`src/rtl/sys_ctrl_pkg.sv`:
```
// Shared definitions for the system-control UART command protocol.
// Used by the host initiator (sys_ctrl_host) and by the remote responder.
package sys_ctrl_pkg;

    // Command opcodes carried in the first byte of every request
    localparam logic [7:0] OP_HALT        = 8'h00;
    localparam logic [7:0] OP_RESUME      = 8'h01;
    localparam logic [7:0] OP_WRITE       = 8'h02;
    localparam logic [7:0] OP_READ        = 8'h03;
    localparam logic [7:0] OP_RESET       = 8'h04;
    localparam logic [7:0] OP_PING        = 8'h05;
    localparam logic [7:0] OP_HOLD_RST    = 8'h06;
    localparam logic [7:0] OP_RELEASE_RST = 8'h07;

    // Responder acknowledge byte for commands that return no data
    localparam logic [7:0] ACK_OK = 8'h00;

    // Response error codes reported on rsp_err
    localparam logic [1:0] ERR_OK         = 2'd0;
    localparam logic [1:0] ERR_BAD_ACK    = 2'd1;
    localparam logic [1:0] ERR_TIMEOUT    = 2'd2;
    localparam logic [1:0] ERR_ILLEGAL_OP = 2'd3;

    // Host initiator FSM states
    typedef enum logic [2:0] {
        ST_IDLE,
        ST_LOAD,
        ST_TXWAIT_LO,
        ST_TXWAIT_HI,
        ST_RXWAIT,
        ST_RESP
    } host_state_e;

    // An opcode is legal when it falls inside the defined command range
    function automatic logic op_is_legal(input logic [7:0] op);
        return (op <= OP_RELEASE_RST);
    endfunction

    // Index of the final byte of a request: WRITE sends 4, READ 3, others 1
    function automatic logic [1:0] last_byte_idx(input logic [7:0] op);
        logic [1:0] idx;
        case (op)
            OP_WRITE: idx = 2'd3;
            OP_READ:  idx = 2'd2;
            default:  idx = 2'd0;
        endcase
        return idx;
    endfunction

endpackage

```
`src/rtl/sys_ctrl_host.sv`:
```
// Host-side initiator for the system-control UART command protocol.
// Serialises one command at a time to a byte UART transmitter, then waits for
// the single response byte and returns it on a one-cycle strobe.
// Optional feature macro: SYS_CTRL_HOST_TIMEOUT_EN compiles in the response
// timeout counter and the rsp_err=2 path; without it RXWAIT waits forever.
module sys_ctrl_host
    import sys_ctrl_pkg::*;
#(
    parameter int TIMEOUT_CYCLES = 1_000_000
) (
    input  logic        clk,
    input  logic        rst,
    input  logic        cmd_valid,
    output logic        cmd_ready,
    input  logic [7:0]  cmd_op,
    input  logic [15:0] cmd_addr,
    input  logic [7:0]  cmd_data,
    output logic        tx_start,
    output logic [7:0]  tx_data,
    input  logic        tx_done,
    input  logic        rx_valid,
    input  logic [7:0]  rx_data,
    output logic        rsp_valid,
    output logic [7:0]  rsp_data,
    output logic [1:0]  rsp_err,
    output logic        busy
);

    host_state_e state_q, state_d;
    logic [7:0]  op_q, op_d;
    logic [15:0] addr_q, addr_d;
    logic [7:0]  data_q, data_d;
    logic [1:0]  idx_q, idx_d;
    logic        tx_start_q, tx_start_d;
    logic [7:0]  tx_data_q, tx_data_d;
    logic [7:0]  rsp_data_q, rsp_data_d;
    logic [1:0]  rsp_err_q, rsp_err_d;
    logic [7:0]  cur_byte;

`ifdef SYS_CTRL_HOST_TIMEOUT_EN
    localparam int TIMER_W = $clog2(TIMEOUT_CYCLES + 1);
    localparam logic [TIMER_W-1:0] TIMER_LAST = TIMER_W'(TIMEOUT_CYCLES - 1);
    logic [TIMER_W-1:0] timer_q, timer_d;
`endif

    // Byte mux: selects the outgoing byte for the current position in the request
    always_comb begin
        cur_byte = op_q;
        case (idx_q)
            2'd0: cur_byte = op_q;
            2'd1: cur_byte = addr_q[15:8];
            2'd2: cur_byte = addr_q[7:0];
            2'd3: cur_byte = data_q;
            default: cur_byte = op_q;
        endcase
    end

    // Next-state logic: command latch, byte sequencing, response capture
    always_comb begin
        state_d    = state_q;
        op_d       = op_q;
        addr_d     = addr_q;
        data_d     = data_q;
        idx_d      = idx_q;
        tx_start_d = 1'b0;
        tx_data_d  = tx_data_q;
        rsp_data_d = rsp_data_q;
        rsp_err_d  = rsp_err_q;
`ifdef SYS_CTRL_HOST_TIMEOUT_EN
        timer_d    = timer_q;
`endif
        case (state_q)
            ST_IDLE: begin
                if (cmd_valid) begin
                    op_d   = cmd_op;
                    addr_d = cmd_addr;
                    data_d = cmd_data;
                    idx_d  = 2'd0;
                    if (op_is_legal(cmd_op)) begin
                        state_d = ST_LOAD;
                    end else begin
                        rsp_err_d  = ERR_ILLEGAL_OP;
                        rsp_data_d = 8'h00;
                        state_d    = ST_RESP;
                    end
                end
            end
            ST_LOAD: begin
                if (tx_done) begin
                    tx_data_d  = cur_byte;
                    tx_start_d = 1'b1;
                    state_d    = ST_TXWAIT_LO;
                end
            end
            ST_TXWAIT_LO: begin
                if (!tx_done) begin
                    state_d = ST_TXWAIT_HI;
                end
            end
            ST_TXWAIT_HI: begin
                if (tx_done) begin
                    idx_d = idx_q + 2'd1;
                    if (idx_q == last_byte_idx(op_q)) begin
`ifdef SYS_CTRL_HOST_TIMEOUT_EN
                        timer_d = '0;
`endif
                        state_d = ST_RXWAIT;
                    end else begin
                        state_d = ST_LOAD;
                    end
                end
            end
            ST_RXWAIT: begin
                if (rx_valid) begin
                    rsp_data_d = rx_data;
                    if (op_q == OP_READ || rx_data == ACK_OK) begin
                        rsp_err_d = ERR_OK;
                    end else begin
                        rsp_err_d = ERR_BAD_ACK;
                    end
                    state_d = ST_RESP;
                end
`ifdef SYS_CTRL_HOST_TIMEOUT_EN
                else if (timer_q == TIMER_LAST) begin
                    rsp_data_d = 8'h00;
                    rsp_err_d  = ERR_TIMEOUT;
                    state_d    = ST_RESP;
                end else begin
                    timer_d = timer_q + TIMER_W'(1);
                end
`endif
            end
            ST_RESP: begin
                state_d = ST_IDLE;
            end
            default: begin
                state_d = ST_IDLE;
            end
        endcase
    end

    // State and datapath registers with synchronous reset
    always_ff @(posedge clk) begin
        if (rst) begin
            state_q    <= ST_IDLE;
            op_q       <= 8'h00;
            addr_q     <= 16'h0000;
            data_q     <= 8'h00;
            idx_q      <= 2'd0;
            tx_start_q <= 1'b0;
            tx_data_q  <= 8'h00;
            rsp_data_q <= 8'h00;
            rsp_err_q  <= ERR_OK;
`ifdef SYS_CTRL_HOST_TIMEOUT_EN
            timer_q    <= '0;
`endif
        end else begin
            state_q    <= state_d;
            op_q       <= op_d;
            addr_q     <= addr_d;
            data_q     <= data_d;
            idx_q      <= idx_d;
            tx_start_q <= tx_start_d;
            tx_data_q  <= tx_data_d;
            rsp_data_q <= rsp_data_d;
            rsp_err_q  <= rsp_err_d;
`ifdef SYS_CTRL_HOST_TIMEOUT_EN
            timer_q    <= timer_d;
`endif
        end
    end

    assign cmd_ready = (state_q == ST_IDLE);
    assign busy      = (state_q != ST_IDLE);
    assign rsp_valid = (state_q == ST_RESP);
    assign tx_start  = tx_start_q;
    assign tx_data   = tx_data_q;
    assign rsp_data  = rsp_data_q;
    assign rsp_err   = rsp_err_q;

endmodule

```
`config.mk`:
```
export PLATFORM = sky130hd
export DESIGN_NAME = sys_ctrl_host
export DESIGN_NICKNAME = d
export VERILOG_FILES = /design/src/rtl/sys_ctrl_pkg.sv /design/src/rtl/sys_ctrl_host.sv
export SDC_FILE = /design/constraint.sdc
export NUM_CORES = 1
export LEC_CHECK = 0
export BUFFER_PORTS_ARGS = -buffer_cell sky130_fd_sc_hd__buf_4
export CORE_AREA = 2 2 86 88
export DETAILED_ROUTE_END_ITERATION = 8
export DIE_AREA = 0 0 88 90
export GPL_TIMING_DRIVEN = 0
export HOLD_SLACK_MARGIN = 0.1
export SETUP_SLACK_MARGIN = 0.3
export SLEW_MARGIN = 10
export SYNTH_ARGS = -nofsm -noshare
export SYNTH_HDL_FRONTEND = slang
export SYNTH_SLANG_ARGS = --single-unit
```
`constraint.sdc`:
```
create_clock -name clk -period 3.6 [get_ports clk]
set_input_delay 0.72 -clock clk [delete_from_list [all_inputs] [get_ports clk]]
set_output_delay 0.72 -clock clk [all_outputs]
set_load 0.01 [all_outputs]
```
== Yosys cells after proc, flatten, opt, wreduce, memory -nomap -nowiden ==
Cells that the tools add are included.

* $add $sub $neg: 1
* Order comparisons: 1
* Equal/unequal tests: 17
* Mux-type cells: 25
* Bitwise operators: 1
* Reductions and logical operators: 13

{| class="wikitable"
|+ Operator list
! kind !! count
|-
| case mux 8 bit (4 select lines) || 1
|-
| 2-to-1 mux 8 bit || 3
|-
| 2-to-1 mux 3 bit || 7
|-
| equality test 8 x 2 -> 1 bit (second input constant) || 2
|-
| case mux 8 bit (2 select lines) || 1
|-
| case mux 3 bit (5 select lines) || 1
|-
| 2-to-1 mux 2 bit || 7
|-
| != test 2 bit (second input constant) || 6
|-
| case mux 2 bit (2 select lines) || 3
|-
| less-or-equal comparator 8 x 3 -> 1 bit (second input constant) || 1
|-
| logical NOT 8 bit || 1
|-
| equality test 3 x 2 -> 1 bit (second input constant) || 2
|-
| equality test 3 bit (second input constant) || 2
|-
| AND reduction 5 bit || 1
|-
| equality test 2 bit (second input constant) || 2
|-
| AND reduction 2 bit || 2
|-
| AND reduction 4 bit || 1
|-
| nonzero test 2 bit || 2
|-
| equality test 3 x 1 -> 1 bit (second input constant) || 1
|-
| logical NOT 3 bit || 1
|-
| AND reduction 3 bit || 1
|-
| nonzero test 3 bit || 1
|-
| adder 2 x 1 -> 2 bit (second input constant) || 1
|-
| equality test 2 x 1 -> 1 bit (second input constant) || 1
|-
| other kinds (6) || 7
|}

* Register bits: 56
* Input bits: 45
* Output and inout port bits: 22
* Word-level logic and storage cells: 67

== Longest topological paths before layout ==
Gate-level depths: netlist of run 1.

* Depth in word-level cells: 8
* Mapped depth: 7
* Gate-level depth less buffers: 5

== Worst setup path after synthesis of run 1 ==
Ideal clock, no wire load.

* Path kind: input port to flip-flop
* From: input port cmd_op[7]
* To: register rsp_err_q[0] (netlist: rsp_err[0])
* Library setup time: 0.146 ns
* Arrival time: 1.840 ns
* Required time: 3.454 ns
* Setup slack: 1.614 ns
* Cell stages on the path: 5
* Buffers on the path: 1
* Path through: or4_4 -> o311a_1 -> buf_2 -> o21bai_2 -> a41oi_1

* Cells in the longest elaborated chain, start to end: 3

{| class="wikitable"
|+ Ends and longest elaborated chain
! element !! line !! text
|-
| from (decl) || sys_ctrl_host.sv:15 || <nowiki>input logic [7:0] cmd_op,</nowiki>
|-
| less-or-equal comparator 8 x 3 -> 1 bit || sys_ctrl_pkg.sv:36 || <nowiki>return (op <= OP_RELEASE_RST);</nowiki>
|-
| != test 2 bit (no line) || - ||
|-
| AND reduction 4 bit (no line) || - ||
|-
| to (signal assigned) || sys_ctrl_host.sv:166 || <nowiki>rsp_err_q <= rsp_err_d;</nowiki>
|-
| to (decl) || sys_ctrl_host.sv:37 || <nowiki>logic [1:0] rsp_err_q, rsp_err_d;</nowiki>
|}

No other way between the ends.
A chain may end at the register's enable or synchronous reset.

== Worst setup path after layout of run 1 ==
* From: register state_q[2]
* To: output port rsp_valid

* Cells in the longest elaborated chain, start to end: 1

{| class="wikitable"
|+ Ends and longest elaborated chain
! element !! line !! text
|-
| from (decl) || sys_ctrl_host.sv:29 || <nowiki>host_state_e state_q, state_d;</nowiki>
|-
| from (signal assigned) || sys_ctrl_host.sv:158 || <nowiki>state_q <= state_d;</nowiki>
|-
| equality test 3 bit || sys_ctrl_host.sv:175 || <nowiki>assign rsp_valid = (state_q == ST_RESP);</nowiki>
|-
| to (decl) || sys_ctrl_host.sv:23 || <nowiki>output logic rsp_valid,</nowiki>
|}

No other way between the ends.

==> results of run 1 <==
logic make-up after synthesis:
group           count (synthesis)  synth area share (%)
xor+xnor                        2                0.7417
simple gates                  120                 22.78
mux                             1                0.4767
fa+ha+maj                       4                 2.119
flops                          56                 47.46
buf+inv                        24                 4.131
compound gates                 80                 22.30
where the power goes:
part | total [mW] | internal, mW | switching, mW | leakage [nW]
Sequential | 0.720 | 0.680 | 0.0397 | 0.457
Combinational | 0.367 | 0.151 | 0.216 | 0.711
Clock | 0.351 | 0.154 | 0.197 | 0.0473
sequential cells by signal (all words and copies together) (netlist names):
name,flops
rsp_data,8
addr_q,16
idx_q,2
state_q,3
tx_start,1
rsp_err,2
op_q,8
data_q,8
tx_data,8
placed cells by master, fill, tap and decap left out, drive strengths merged, types with 5 or more instances in the layout:
cell type,n
a21oi,44
a222oi,8
a22o,8
buf,76
clkbuf,17
dfxtp,56
nand2,86
nand3,12
nor3,5
o21ai,9
per-stage QoR:
step	util, %	worst slack (ns)	power, mW	hold WS, ns
floorplan	-	1.614	0.9565	0.4357
global route	43.77	1.346	1.522	0.4792
CTS	43.77	1.407	1.450	0.4617
detailed placement	42.47	1.422	1.102	0.4482
global placement	42.47	1.434	1.098	0.4414
finish	43.77	1.416	1.438	0.4574
path summary, 6_finish.rpt:
kind	slack, ns	start	to	cells past startpoint
setup / recovery	1.42	state_q[2]	rsp_valid	3
hold / removal	0.46	rsp_data[7]	rsp_data[7]	2
setup reg to reg	1.71	idx_q[0]	tx_data[2]	6
hold reg to reg	0.46	rsp_data[7]	rsp_data[7]	2
worst min-delay path: stages (launching register included):
cell     delay (ns)
dfxtp_1        0.32
nand2_1        0.05
a21oi_1        0.05
routing by layer:
| layer | vias to the layer above | global-route usage, % |
|---|---|---|
| li1 | 1158 | - |
| met1 | 1040 | 21.74 |
| met2 | 59 | 24.94 |
| met3 | 4 | 3.581 |
| met4 | 0 | 4.231 |
| met5 | - | 0 |
final cells by class:
class / instances / area share [%]
Inverter: 3 / 0.3664
Sequential cell: 56 / 36.48
Tap cell: 99 / 4.031
Clock inverter: 1 / 0.2850
Multi-Input combinational cell: 207 / 37.22
Clock buffer: 6 / 2.687
Timing Repair Buffer: 66 / 16.12
Buffer: 21 / 2.809
==> results.md, run 1 <==
- First-pass GRT wire length: between 10000 and 15000 um
- H-tree lvl count: 2
- Min-Delay Path Class: reg2reg
- Area occupied by registers: 1121 um2
- Via density: between 4 and 5
- Reg clk slew, reported paths: 0.09 ns
- Count of yosys warnings during synthesis: 0
- PostCTS Resize Cnt: 0
- Fill count: around 730
- Crit path required time: between 2 and 3 ns
- Slowest stage delay, CP: between 0.4 and 0.5 ns
- Die extent in y: 90 um
- Number of global-route vias before repair: about 2100
- Synth area leader: dfxtp_1
- TritonCTS clock tree: done
- Crit-path slowest cell: buf_1
- Clock root cell: clkbuf_8
- Register area share after synthesis: a little under half
- Run status: completed
- Post-synth top cells: nand2_1 (86), dfxtp_1 (56), a21oi_1 (44)
- Antenna violations before repair: 0
- GR Util All Layers: roughly 16%
- Largest net degree at the start of global routing: 17
- Final net count: 409
- Setup TNS: 0 ns
- DP HPWL: approximately 4800 um
- Placed Area: about 3000 um2
- Routed length per instance: between 10 and 15 um
- Top layer in use: met4
- Largest cells by area after synthesis: dfxtp_1 (47%), nand2_1 (14%), a21oi_1 (9.3%), a222oi_1 (3.4%), a22o_1 (3.0%)
- FP Rows: 31
- 1st-iter DRT viols: 168
- Buf+Inv Stages, Crit Path: 2
- Worst Skew: approximately 0.0035 ns
- Final Hold Viols: 0
- Top-count cell post-synth: nand2_1
- Tightest Pin Transition: 0.5427 ns
- Power Dens Cells: ~470 nW/um2
- Maximum vdd drop: about 0.19 mV
- Critical path launch point type: flop
- CORE AREA: around 7000 um2
- Share of layout cells above drive strength 1: a little under a quarter
- Final min period: about 2.2 ns
- Top-area cell type share of the netlist area: a little under half
- Clock Path Buffers: 2
- Gr ovfl total: 0
- DIE WIDTH: ~88 um
- Tcrit/Tclk final: around three fifths
- Vias: around 2300
- Upper clock frequency limit: approximately 460 MHz
- Multi-input gate area: around 1100 um2
- Die ar.: a little under 8000 um2
- CP Data Arrival Time: around 1.5 ns
- Pleak: around 1.2 nW
- # hold bufs at CTS: 0
- Final non-filler cell total: between 400 and 500
- Post-route ant nets: 0
- RSZ-0062 raised after global routing: false
- I/O pins: 67
- Post-CTS Setup Repair Bufs: 0
- Starting Density: between 30% and 40%
- Gate Count Post-Synth: 287
- Slew HR: approximately 64%
- Synth Register Bits: between 50 and 60
- Slew Viols, Final: 0
- Design area: 3073 um2
- WL met2: roughly 3000 um
- Distinct cell type count after synthesis: 37
- Ys async rst share: 0%
- Critical-path maximum fanout: 10
- Number of synthesized flops with an enable pin: 0
- Count of final setup violators: 0
- Clock sink count: 56
- Crit end category: primary output
- Crit path kind: reg2out
- Router iterations before antenna repair: 7
- Synthesized area: ~2400 um2
- Port bufs: 66
- Critical path, cell by cell: buf_1 > and3b_1 > buf_4
- Top FF cell, synth: dfxtp_1
- P&R area growth vs syn: 30.08%
- Final Wtd Congestion: 0.9047
- Met1 wire length: about 2900 um
- Drc violations: 0
- Diode count: 0
- Clock Latency Late Sink: about 0.3 ns
- Metal3 WL: 351 um
- Final wirelength: roughly 6200 um
- Max-cap violations: 0
- Synth Net Count: 336
- Avg Synthesized Cell Area: slightly above 8 um2
- Placed Cells: 452
- Crit-path leading delay family: buffers and inverters
- Num CTS Buffers: 5
No activity file was read; power rests on OpenSTA's default activity.
==> run 2: changes to the inputs <==
clock period = 2.26 ns   (was 3.6 ns; I/O delays follow)
==> run 2 against run 1 <==
  * Non-clock buffer count stayed put
  * Via count grew 0.31%
  * Core utilization about the same
  * Total power up 60%
==> results.md, run 2 (synthesis results as in run 1) <==
- Post-route ant nets: 0
- Worst Hold Path EP: rsp_err[0]
- Starting Density: 33.65%
- TritonCTS clock tree: done
- Routed length per instance: between 10 and 15 um
- Final Hold Viols: 0
- Run status: completed
- Critical path, cell by cell: inv_1 > ha_1 > buf_1 > a222oi_1 > o21ai_0 > a22o_1
- Min-Delay Path Class: in2reg
- Hold path depth: 2
- Logic pwr share: 25.5%
- Antenna violations before repair: 0
- Worst Skew: 0.003329 ns
- GR Util All Layers: between 10% and 20%
- # hold bufs at CTS: 0
- CORE AREA: approximately 7000 um2
- CP Data Arrival Time: between 2 and 2.5 ns
- Final min period: approximately 1.8 ns
- FP Rows: 31
- Die ar.: a little under 8000 um2
- Crit end category: flop
- Max FFs per register: 16
- H-tree lvl count: 2
- Reg clk slew, reported paths: about 0.09 ns
- Clock root cell: clkbuf_8
- Crit path required time: ~2.5 ns
- Maximum vdd drop: ~0.30 mV
- Port bufs: 66
- Buf+Inv Stages, Crit Path: 2
- Slowest stage delay, CP: about 0.4 ns
- Setup TNS: 0 ns
- Cell Int Power: about 1.6 mW
- Commonest non-fill, non-tap cell in the layout: nand2_1
- Diode count: 0
- Clock Latency Late Sink: just over 0.3 ns
- Top reg by flops: addr_q
- Hold Path Origin: rx_valid
- Number of global-route vias before repair: 2145
- Final non-filler cell total: 459
- Crit path kind: reg2reg
- Sw Ratio: between 30% and 40%
- Critical-path maximum fanout: 8
- Clk pwr share: about 25%
- 1st-iter DRT viols: 144
- Met2 Use GR: roughly a quarter
- Power Dens Cells: approximately 750 nW/um2
- FF-to-FF path depth: 6
- Pleak: around 1.2 nW
- Die extent in y: 90 um
- Num CTS Buffers: 5
- Switching power: between 0.7 and 0.8 mW
- P&R area growth vs syn: 30.19%
- Fill count: between 700 and 800
- Flop-to-flop setup slack: 0.44 ns
- Slew Viols, Final: 0
- Crit-path leading delay family: compound AO/OA/AOI/OAI gates
- Tcrit/Tclk final: 80.67%
- Clock sink count: between 50 and 60
- Busiest grt layer: met2
- Final wirelength: between 6000 and 7000 um
- Post-CTS Setup Repair Bufs: 0
- Vias: roughly 2300
- Grt met3 use: roughly 3.6%
- Final Wtd Congestion: between 0.9 and 1
- Max-cap violations: 0
- I/O pins: between 60 and 70
- RSZ-0062 raised after global routing: true
- Count of final setup violators: 0
- Tightest Pin Transition: approximately 0.56 ns
- Final net count: between 400 and 500
- Share of layout cells above drive strength 1: 24.44%
- Met1 Use GR: a little over a fifth
- Upper clock frequency limit: 548.5 MHz
- Drc violations: 0
- Slew HR: 62.45%
- First-pass GRT wire length: 10070 um
- Gr ovfl total: 0
- Via density: roughly 4.9
- DP HPWL: 4775 um
- DIE WIDTH: 88 um
- Router iterations before antenna repair: 6
- Largest net degree at the start of global routing: 17
- Seq pwr share: 50.0%
- Critical path launch point type: flop
- Reg2Reg Capture Point: tx_data[2]
- Clock Path Buffers: 2
- Crit-path slowest cell: dfxtp_2
- Reg2Reg Launch Point: idx_q[0]
- Placed Cells: roughly 450
- Most frequent cells in the layout: nand2_1 (86), buf_4 (66), dfxtp_1 (55)
[run 2: final cells by class]
| type | instances | area [um2] | area share, % |
|---|---|---|---|
| Timing Repair Buffer | 66 | 495.5 | 16.11 |
| Buffer | 21 | 87.58 | 2.848 |
| Tap cell | 99 | 123.9 | 4.028 |
| Multi-Input combinational cell | 207 | 1144 | 37.18 |
| Inverter | 3 | 11.26 | 0.3662 |
| Clock inverter | 1 | 8.758 | 0.2848 |
| Clock buffer | 6 | 82.58 | 2.685 |
| Sequential cell | 56 | 1122 | 36.49 |
[run 2: how the worst max path moves through the flow]
stage                    start     endpoint  cells after the start
finish                idx_q[0]   tx_data[2]                      6
floorplan            cmd_op[7]   rsp_err[0]                      5
global route          idx_q[0]   tx_data[2]                      6
CTS                 state_q[2]    rsp_valid                      3
detailed placement   cmd_op[7]  rsp_data[3]                      6
global placement     cmd_op[7]  rsp_data[5]                      6
[run 2: worst reg2reg max path: stages (launching register included)]
cell and delay [ns]:
dfxtp_2 0.41, inv_1 0.09, ha_1 0.20, buf_1 0.21, a222oi_1 0.40, o21ai_0 0.19, a22o_1 0.23
[run 2: layer usage]
metal | vias up | wire (um)
li1 | 1158 | -
met5 | - | 0
met3 | 8 | 274
met4 | 0 | 75
met2 | 53 | 2965
met1 | 1049 | 2941
[run 2: power by group through the flow]
stage                     logic [mW]  clock network, mW  registers, mW
after floorplan                0.364                  0           1.16
after global placement         0.580                  0           1.17
after detailed placement       0.586                  0           1.17
after CTS                      0.588              0.576           1.15
after global routing           0.656              0.613           1.16
final                          0.586              0.562           1.15
[run 2: stage by stage]
step	power, mW	hold slack (ns)	setup slack (ns)	util, %	cell area, um2
final	2.294	0.3725	0.4368	43.81	3075
after global routing	2.426	0.3658	0.2823	43.81	3075
after CTS	2.310	0.3679	0.3345	43.77	3073
after detailed placement	1.756	0.4482	0.3501	42.47	2982
after global placement	1.749	0.4414	0.3622	42.47	2982
after floorplan	1.524	0.4357	0.5423	-	2362
[run 2: repair_timing]
item,4_1_cts,5_1_grt
endpoints found under the setup margin,0,5
resized for setup,0,2
endpoints found under the hold margin,0,0
